===== config.mk =====
export PLATFORM = sky130hd
export DESIGN_NAME = rvc_mem_bridge
export DESIGN_NICKNAME = d
export VERILOG_FILES = /design/src/rtl/rvc_mem_bridge.sv
export SDC_FILE = /design/constraint.sdc
export NUM_CORES = 1
export LEC_CHECK = 0
export ABC_AREA = 1
export CAP_MARGIN = 20
export CELL_PAD_IN_SITES_DETAIL_PLACEMENT = 0
export CELL_PAD_IN_SITES_GLOBAL_PLACEMENT = 1
export CORE_ASPECT_RATIO = 0.9
export CORE_MARGIN = 5
export CORE_UTILIZATION = 19
export CTS_BUF_LIST = sky130_fd_sc_hd__clkbuf_4 sky130_fd_sc_hd__clkbuf_8 sky130_fd_sc_hd__clkbuf_16
export CTS_CLUSTER_SIZE = 20
export DETAILED_ROUTE_END_ITERATION = 8
export PLACE_DENSITY = 0.95
export SLEW_MARGIN = 20
export SYNTH_ARGS = -nofsm -noshare
export SYNTH_HDL_FRONTEND = slang
export SYNTH_SLANG_ARGS = --single-unit

===== constraint.sdc =====
create_clock -name Clock -period 4.03 [get_ports Clock]
set_clock_uncertainty 0.1 [all_clocks]
set_input_delay 0.6045 -clock Clock [delete_from_list [all_inputs] [get_ports Clock]]
set_output_delay 0.6045 -clock Clock [all_outputs]
set_load 0.01 [all_outputs]

===== src/rtl/rvc_mem_bridge.sv =====
// Arbitrates an RVC core's fetch and data ports onto one single-port memory
// with a fixed read latency, one outstanding transaction at a time.
//  state | meaning
//  IDLE  | no transaction outstanding; grant a request this cycle
//  BUSY  | waiting LATENCY cycles for the memory response
module rvc_mem_bridge #(
   parameter int ADDR_W     = 14,
   parameter int LATENCY    = 1,
   parameter int STARVE_MAX = 4
) (
   input  logic              Clock,
   input  logic              Rst,
   input  logic              IReqValid,
   input  logic [31:0]       IReqAddr,
   output logic              IReqReady,
   output logic              IRspValid,
   output logic [31:0]       IRspData,
   input  logic              DReqValid,
   input  logic              DReqWrEn,
   input  logic [3:0]        DReqByteEn,
   input  logic              DReqSignExt,
   input  logic [31:0]       DReqAddr,
   input  logic [31:0]       DReqWrData,
   output logic              DReqReady,
   output logic              DRspValid,
   output logic [31:0]       DRspData,
   output logic              Stall,
   output logic              MemReq,
   output logic              MemWrEn,
   output logic [3:0]        MemByteEn,
   output logic [ADDR_W-1:0] MemAddr,
   output logic [31:0]       MemWrData,
   input  logic [31:0]       MemRdData
);
   localparam int LAT_W = $clog2(LATENCY + 1);
   localparam int STV_W = $clog2(STARVE_MAX + 1);

   typedef enum logic {IDLE, BUSY} state_t;

   state_t           state_q, state_d;
   logic [LAT_W-1:0] lat_q, lat_d;
   logic [STV_W-1:0] starve_q, starve_d;
   logic             fetch_q, fetch_d;
   logic             wr_q, wr_d;
   logic [1:0]       size_q, size_d;
   logic [1:0]       lane_q, lane_d;
   logic             sext_q, sext_d;

   logic             grant_i, grant_d;
   logic [1:0]       size_in, lane_in;
   logic [31:0]      rd_shift, load_data;
   logic             unused_addr_bits;

   assign unused_addr_bits = ^{IReqAddr[31:ADDR_W+2], IReqAddr[1:0], DReqAddr[31:ADDR_W+2]};

   // size code: 0 byte, 1 half, 2 word; lane is the byte offset inside the word
   always_comb begin
      size_in = DReqByteEn[3] ? 2'd2 : (DReqByteEn[1] ? 2'd1 : 2'd0);
      case (size_in)
         2'd2:    lane_in = 2'b00;
         2'd1:    lane_in = {DReqAddr[1], 1'b0};
         default: lane_in = DReqAddr[1:0];
      endcase
   end

   always_comb begin
      rd_shift = MemRdData >> {lane_q, 3'b000};
      case (size_q)
         2'd0:    load_data = {{24{sext_q & rd_shift[7]}}, rd_shift[7:0]};
         2'd1:    load_data = {{16{sext_q & rd_shift[15]}}, rd_shift[15:0]};
         default: load_data = rd_shift;
      endcase
   end

   always_comb begin
      state_d   = state_q;
      lat_d     = lat_q;
      starve_d  = starve_q;
      fetch_d   = fetch_q;
      wr_d      = wr_q;
      size_d    = size_q;
      lane_d    = lane_q;
      sext_d    = sext_q;
      grant_i   = 1'b0;
      grant_d   = 1'b0;
      IReqReady = 1'b0;
      IRspValid = 1'b0;
      IRspData  = '0;
      DReqReady = 1'b0;
      DRspValid = 1'b0;
      DRspData  = '0;
      MemReq    = 1'b0;
      MemWrEn   = 1'b0;
      MemByteEn = '0;
      MemAddr   = '0;
      MemWrData = '0;

      case (state_q)
         IDLE: begin
            // grants are gated by Rst so every output reads 0 while reset is held
            if (!Rst) begin
               if (DReqValid && !(IReqValid && starve_q == STV_W'(STARVE_MAX)))
                  grant_d = 1'b1;
               else if (IReqValid)
                  grant_i = 1'b1;
            end
            if (grant_i || grant_d) begin
               state_d = BUSY;
               lat_d   = LAT_W'(LATENCY);
               fetch_d = grant_i;
               wr_d    = grant_d & DReqWrEn;
               size_d  = grant_d ? size_in : 2'd2;
               lane_d  = grant_d ? lane_in : 2'd0;
               sext_d  = grant_d & DReqSignExt;
               MemReq  = 1'b1;
            end
            if (grant_i) begin
               IReqReady = 1'b1;
               MemAddr   = IReqAddr[ADDR_W+1:2];
               MemByteEn = 4'hF;
            end
            if (grant_d) begin
               DReqReady = 1'b1;
               MemAddr   = DReqAddr[ADDR_W+1:2];
               MemWrEn   = DReqWrEn;
               if (DReqWrEn) begin
                  MemByteEn = DReqByteEn << lane_in;
                  MemWrData = DReqWrData << {lane_in, 3'b000};
               end else begin
                  MemByteEn = 4'hF;
               end
            end
         end
         BUSY: begin
            lat_d = lat_q - LAT_W'(1);
            if (lat_q == LAT_W'(1)) begin
               state_d   = IDLE;
               IRspValid = fetch_q;
               IRspData  = fetch_q ? MemRdData : '0;
               DRspValid = ~fetch_q;
               DRspData  = (!fetch_q && !wr_q) ? load_data : '0;
            end
         end
         default: state_d = IDLE;
      endcase

      if (!IReqValid || grant_i)
         starve_d = '0;
      else if (grant_d && starve_q != STV_W'(STARVE_MAX))
         starve_d = starve_q + STV_W'(1);

      Stall = !Rst && ((IReqValid && !IReqReady) || (DReqValid && !DReqReady));
   end

   always_ff @(posedge Clock or posedge Rst) begin
      if (Rst) begin
         state_q  <= IDLE;
         lat_q    <= '0;
         starve_q <= '0;
         fetch_q  <= 1'b0;
         wr_q     <= 1'b0;
         size_q   <= '0;
         lane_q   <= '0;
         sext_q   <= 1'b0;
      end else begin
         state_q  <= state_d;
         lat_q    <= lat_d;
         starve_q <= starve_d;
         fetch_q  <= fetch_d;
         wr_q     <= wr_d;
         size_q   <= size_d;
         lane_q   <= lane_d;
         sext_q   <= sext_d;
      end
   end
endmodule


Word-level counts from Yosys, hierarchy flattened
Cells that the tools add are included.
{"block": "totals", "reg_bits": 12, "in_bits": 138, "out_inout_bits": 121, "wordCells": 94}
{"block": "op_classes", "n_addsub": 2, "eq_ne": 6, "shifts": 3, "n_mux": 49, "bitwise_logic": 6, "reduce_logical": 20}
{"cell": "32-bit 2-to-1 mux", "n": 9}
{"cell": "32-bit one-hot mux with 2 select lines", "n": 1}
{"cell": "14-bit 2-to-1 mux", "n": 3}
{"cell": "32-bit by 5-bit << shifter with 32-bit output", "n": 1}
{"cell": "32-bit by 5-bit right shift with 32-bit output", "n": 1}
{"cell": "1-bit 2-to-1 mux", "n": 24}
{"cell": "4-bit 2-to-1 mux", "n": 4}
{"cell": "1-bit logical AND", "n": 7}
{"cell": "1-bit zero test", "n": 7}
{"cell": "2-bit 2-to-1 mux", "n": 3}
{"cell": "3-bit 2-to-1 mux", "n": 2}
{"cell": "1-bit AND", "n": 4}
{"cell": "2-bit by 1-bit equality test with 1-bit output, second input constant", "n": 2}
{"cell": "1-bit one-hot mux with 2 select lines", "n": 2}
{"cell": "2-bit one-hot mux with 2 select lines", "n": 1}
{"cell": "4-bit by 2-bit << shifter with 4-bit output", "n": 1}
{"cell": "3-bit by 1-bit adder with 3-bit output, second input constant", "n": 1}
{"cell": "3-bit equality test, second input constant", "n": 1}
{"cell": "1-bit logical OR", "n": 3}
{"cell": "3-bit inequality test, second input constant", "n": 1}
{"cell": "2-bit equality test, second input constant", "n": 1}
{"cell": "2-bit zero test", "n": 1}
{"cell": "2-bit inequality test, second input constant", "n": 1}
{"cell": "1-bit NOT", "n": 2}
{"cell": "other kinds (3)", "n": 3}

Depth between registers and ports, before layout
{"block": "logic_depth", "word_depth": 13, "ltp_mapped": 9, "ltp_nobuf": 9}

Least setup slack after synthesis
OpenSTA, ideal clock, no wires.
{"block": "synth_timing", "path_kind": "input to output", "start": "input Rst", "end": "output MemWrData[16]", "arrival_time_ns": 1.760, "t_required_ns": 3.326, "setup_slack_ns": 1.565, "path_stages": 6, "path_buffers": 1, "path_cell_list": "inv_1 > nand4_4 > nor2_4 > inv_2 > buf_2 > nor2_1"}
{"block": "synth_via", "elab_chain_cells": 4}
{"item": "from (decl)", "line_no": "12", "source": "input logic Rst,"}
{"item": "1-bit 2-to-1 mux", "line_no": "101", "source": "if (!Rst) begin"}
{"item": "1-bit 2-to-1 mux", "line_no": "98", "source": "case (state_q)"}
{"item": "32-bit 2-to-1 mux", "line_no": "122", "source": "if (grant_d) begin"}
{"item": "32-bit 2-to-1 mux", "line_no": "98"}
{"item": "to (decl)", "line_no": "32", "source": "output logic [31:0] MemWrData,"}
Every way passes these cells. The select of a mux whose other input is x is not followed.

Worst setup path after layout
{"block": "layout_timing", "start": "register lane_q[1]", "end": "output DRspData[31]"}
{"block": "layout_via", "elab_chain_cells": 6, "word_cells_on_any_way": 7, "cone_classes": "shift: 1; mux: 4; bitwise: 2"}
{"item": "from (decl)", "line_no": "46", "source": "logic [1:0] lane_q, lane_d;"}
{"item": "from (signal assigned)", "line_no": "172", "source": "lane_q <= lane_d;"}
{"item": "32-bit by 5-bit right shift with 32-bit output (*)", "line_no": "67", "source": "rd_shift = MemRdData >> {lane_q, 3'b000};"}
{"item": "1-bit AND, on equally long branches", "line_no": "70, 69"}
{"item": "32-bit one-hot mux with 2 select lines (*)", "line_no": "68", "source": "case (size_q)"}
{"item": "32-bit 2-to-1 mux (*)", "line_no": "141", "source": "DRspData = (!fetch_q && !wr_q) ? load_data : '0;"}
{"item": "32-bit 2-to-1 mux (*)", "line_no": "136", "source": "if (lat_q == LAT_W'(1)) begin"}
{"item": "32-bit 2-to-1 mux (*)", "line_no": "98"}
{"item": "to (decl)", "line_no": "26", "source": "output logic [31:0] DRspData,"}
Mark *: on every way between the ends. The rest lies on a longest branch, timed or not.

==> run summary <==
Measured along the y axis, the die boundary spans 122 microns. The maximum ir drop on the vdd rail was 162 uV. Entering global routing, the biggest net connects 48 pins. For the data required time at the worst endpoint, the log shows 3.33 ns. Clock-pin slew was measured on the worst setup and hold paths at 0.04 ns.

The run gives 0 as the initial antenna violation count. The path class of the tightest hold or removal check is flop to flop. The multi-input logic area came out at 0.00185 sq mm. The wire-length estimate of the detail-placed layout is 9.90 mm.

Once the floorplan was initialized, standard cells occupied 19.1% of the core. For the final count of negative-setup-slack endpoints, the log shows 0. The congestion estimate from routability-driven global placement came to 0.818. The share of async-settable or async-resettable flops after synthesis came out at 100%.

The critical path goes through inv_2, nand3_2, nand3_4, nand3_2, nand2_4, nor2_1, clkdlybuf4s50_1. The max-slew violation count is 0. The synthesized design contains 12 register bits.

The commonest cells after synthesis are sky130_fd_sc_hd__nand2_1, sky130_fd_sc_hd__inv_1, sky130_fd_sc_hd__nor2_1. Most numerous cell in the Yosys netlist: sky130_fd_sc_hd__nand2_1. Dividing the detail-routed wire length by the instance count gives 13.7 microns.

In this run the post-CTS setup repair buffer count came out at 0. Yosys mapped the design onto 30 distinct sky130hd cell types. The number of endpoints with negative hold slack in the final report is 0, and the largest driver fanout on the critical path is 32. The number of nets handed over by synthesis was 658. The worst pin sits at a relative slew slack of 57.2%. For this run, the detailed router's first-pass iteration total came to 4. Overall routing resource usage: 13.8%. The netlist area before placement was 0.00265 sq mm; the clock sink count was 12. The critical path endpoint category is an output pin. The flow ran to the end, and the final reports show no timing, DRC or antenna violations. In the post-synthesis netlist, the biggest area contributors are sky130_fd_sc_hd__nand2_1, sky130_fd_sc_hd__dfrtp_1, sky130_fd_sc_hd__inv_1. The run gives 3 as the number of clock buffers inserted by TritonCTS.

Startpoint type of the worst setup path: a flop. The largest individual stage delay along the critical path comes from the cell sky130_fd_sc_hd__dfrtp_1. The critical path in this run is classified as flop to output pin. The tools report the count of boundary I/O pins as 259.

The synthesized design spends more area on one cell type than any other, namely sky130_fd_sc_hd__nand2_1. Share of the clock period used by the worst path: 85.6%. For this run, the leading register cell type out of synthesis is sky130_fd_sc_hd__dfrtp_1. The layout overhead on the synthesized area came out at 91.9%. Summing over every cut layer, the via total after detailed routing is 3864. The total of warnings raised by yosys was 0.

The number of buffers between clock root and the deepest sink is 2. The analysis attributes to cell leakage a power of 2.31 nW. Averaged over all synthesized cells, the footprint is 5.11 sq um.

The overall overflow remaining after global route is 0. The floorplan step set the die width to 134 microns. Number of rows created at floorplan: 41. The tools report the via count of the first global-routing pass as 3545.

Hold buffer count at cts: 0. Data on the critical path arrives at its endpoint at 2.75 ns. Sequential element share of the synthesized area: 11.3%. The delay of the slowest cell on the worst path is 0.69 ns. The tools report the root buffer cell as sky130_fd_sc_hd__clkbuf_16. The core region is 0.0139 sq mm.

The share of Yosys cell area claimed by the top area cell type is 22.1%. The detail route stage leaves a number of antenna-violating nets equal to 0. The number of instances in the synthesized netlist was 518; the clock period minus final worst setup slack was 3.45 ns. The power density over the cells came out at 281 mW/mm^2. Dividing the detail-routed via count by the number of cells gives 4.32.

Yosys mapped a number of flops with a built-in enable equal to 0. The count of max-cap constraint violations is 0, and the detailed router's first-iteration violation count is 206. Summed over all layers, the routed wires come to 12.3 mm.

The floorplan step defined a die boundary enclosing 0.0164 sq mm. Input and output buffers added on the ports amount to 224. The share of post-route cells with drive strength above 1 is 6.64%.

Setup repair after global routing left no endpoint under its margin. The later pin in the worst-skew pair is clocked with a latency of 0.24 ns. TritonCTS built the clock tree.

The final layout contains 864 nets. The slew of the pin with the lowest slew margin was 0.642 ns. The most numerous cell on the critical path was sky130_fd_sc_hd__nand3_2. The first global-routing pass estimated 18.6 mm of wire.

The tools report the final total negative setup slack as 0 ns. In the routed design, unresolved DRC markers number 0. For this run, the top clock speed supported by timing is 290 MHz.

Registers take 302 sq um. The run gives 0 as the final antenna diode count. The filler cells instantiated in the layout total 1513. The total of cells resized after clock tree synthesis is 0. The deepest level of the CTS H-tree was 1. The design draws 1.43 mW.
## kinds of logic after synthesis
family,count (synthesis),synth area share [%]
adders and majority gates,2,0.945
xor gates and xnor gates,1,0.331
DFF,12,11.3
buffers and inverters,112,18.7
and+or+nand+nor,292,48.5
AOI/OAI and AO/OA,99,20.2
## cell usage in the layout (no fill, tap or decap), types with 3 or more instances in the layout
cell,count
sky130_fd_sc_hd__nor2_2,13
sky130_fd_sc_hd__inv_2,5
sky130_fd_sc_hd__o31ai_1,7
sky130_fd_sc_hd__nand2_1,156
sky130_fd_sc_hd__nor3_1,8
sky130_fd_sc_hd__buf_4,8
sky130_fd_sc_hd__dfrtp_1,11
sky130_fd_sc_hd__nand3_1,32
sky130_fd_sc_hd__nor2_1,68
sky130_fd_sc_hd__o211ai_1,7
sky130_fd_sc_hd__a21oi_1,29
sky130_fd_sc_hd__nand3_2,4
sky130_fd_sc_hd__o21ai_0,51
sky130_fd_sc_hd__o22ai_1,3
sky130_fd_sc_hd__inv_1,73
sky130_fd_sc_hd__clkbuf_16,3
sky130_fd_sc_hd__clkdlybuf4s50_1,224
## per-layer routing
layer / up-vias / global-route usage, % / part of all wire, %
li1: 2029 / - / -
met1: 1674 / 18.2 / 43
met2: 151 / 24.0 / 48
met3: 10 / 2.93 / 7.5
met4: 0 / 1.65 / 1.0
met5: - / 0 / 0
## where the power goes
part / internal [mW] / switching (mW) / leakage, nW
combinational: 0.484 / 0.539 / 2.12
clock: 0.140 / 0.0515 / 0.0416
sequential: 0.154 / 0.0589 / 0.153
total: 0.778 / 0.650 / 2.31
## final cells by class
class | instances | area share (%)
multi-input combinational | 394 | 36.5
clock buffer | 4 | 1.63
tap | 172 | 4.24
inverter | 80 | 5.96
sequential | 12 | 5.94
timing repair buffer | 233 | 45.7
## worst max-delay path, delay by kind of cell, from the launching register on
family / cells / cell delay, ns
buf+inv: 2 / 0.99
simple gates: 5 / 0.82
flops: 1 / 0.69
## registers in the layout, indices dropped and copies added (netlist names)
signal,count
fetch_q,1
lane_q,2
lat_q,1
sext_q,1
size_q,2
starve_q,3
state_q,1
wr_q,1
## path summary, 6_finish.rpt
| kind | to | from | depth (start not counted) | slack, ns |
|---|---|---|---|---|
| min reg2reg | starve_q[1]$_DFFE_PP0P_ | starve_q[1]$_DFFE_PP0P_ | 2 | 0.42 |
| min in group asynchronous | size_q[0]$_DFFE_PP0P_ | Rst | 3 | 0.76 |
| max in group asynchronous | lane_q[0]$_DFFE_PP0P_ | Rst | 3 | 2.90 |
| max reg2reg | lat_q$_DFFE_PP0P_ | starve_q[0]$_DFFE_PP0P_ | 8 | 2.22 |
| min | starve_q[1]$_DFFE_PP0P_ | starve_q[1]$_DFFE_PP0P_ | 2 | 0.42 |
| max | DRspData[31] | lane_q[1]$_DFFE_PP0P_ | 7 | 0.58 |
## through the flow
stage	hold slack [ns]	instance area [sq um]	util [%]	setup slack [ns]	std cells
after floorplan	0.367	2650	-	1.57	518
after global placement	0.401	4990	36.1	0.674	891
after detailed placement	0.408	4990	36.1	0.666	891
after CTS	0.419	5080	36.7	0.586	895
after global routing	0.449	5080	36.7	0.366	895
final	0.418	5080	36.7	0.580	895
Power figures use the tool's default switching activity.
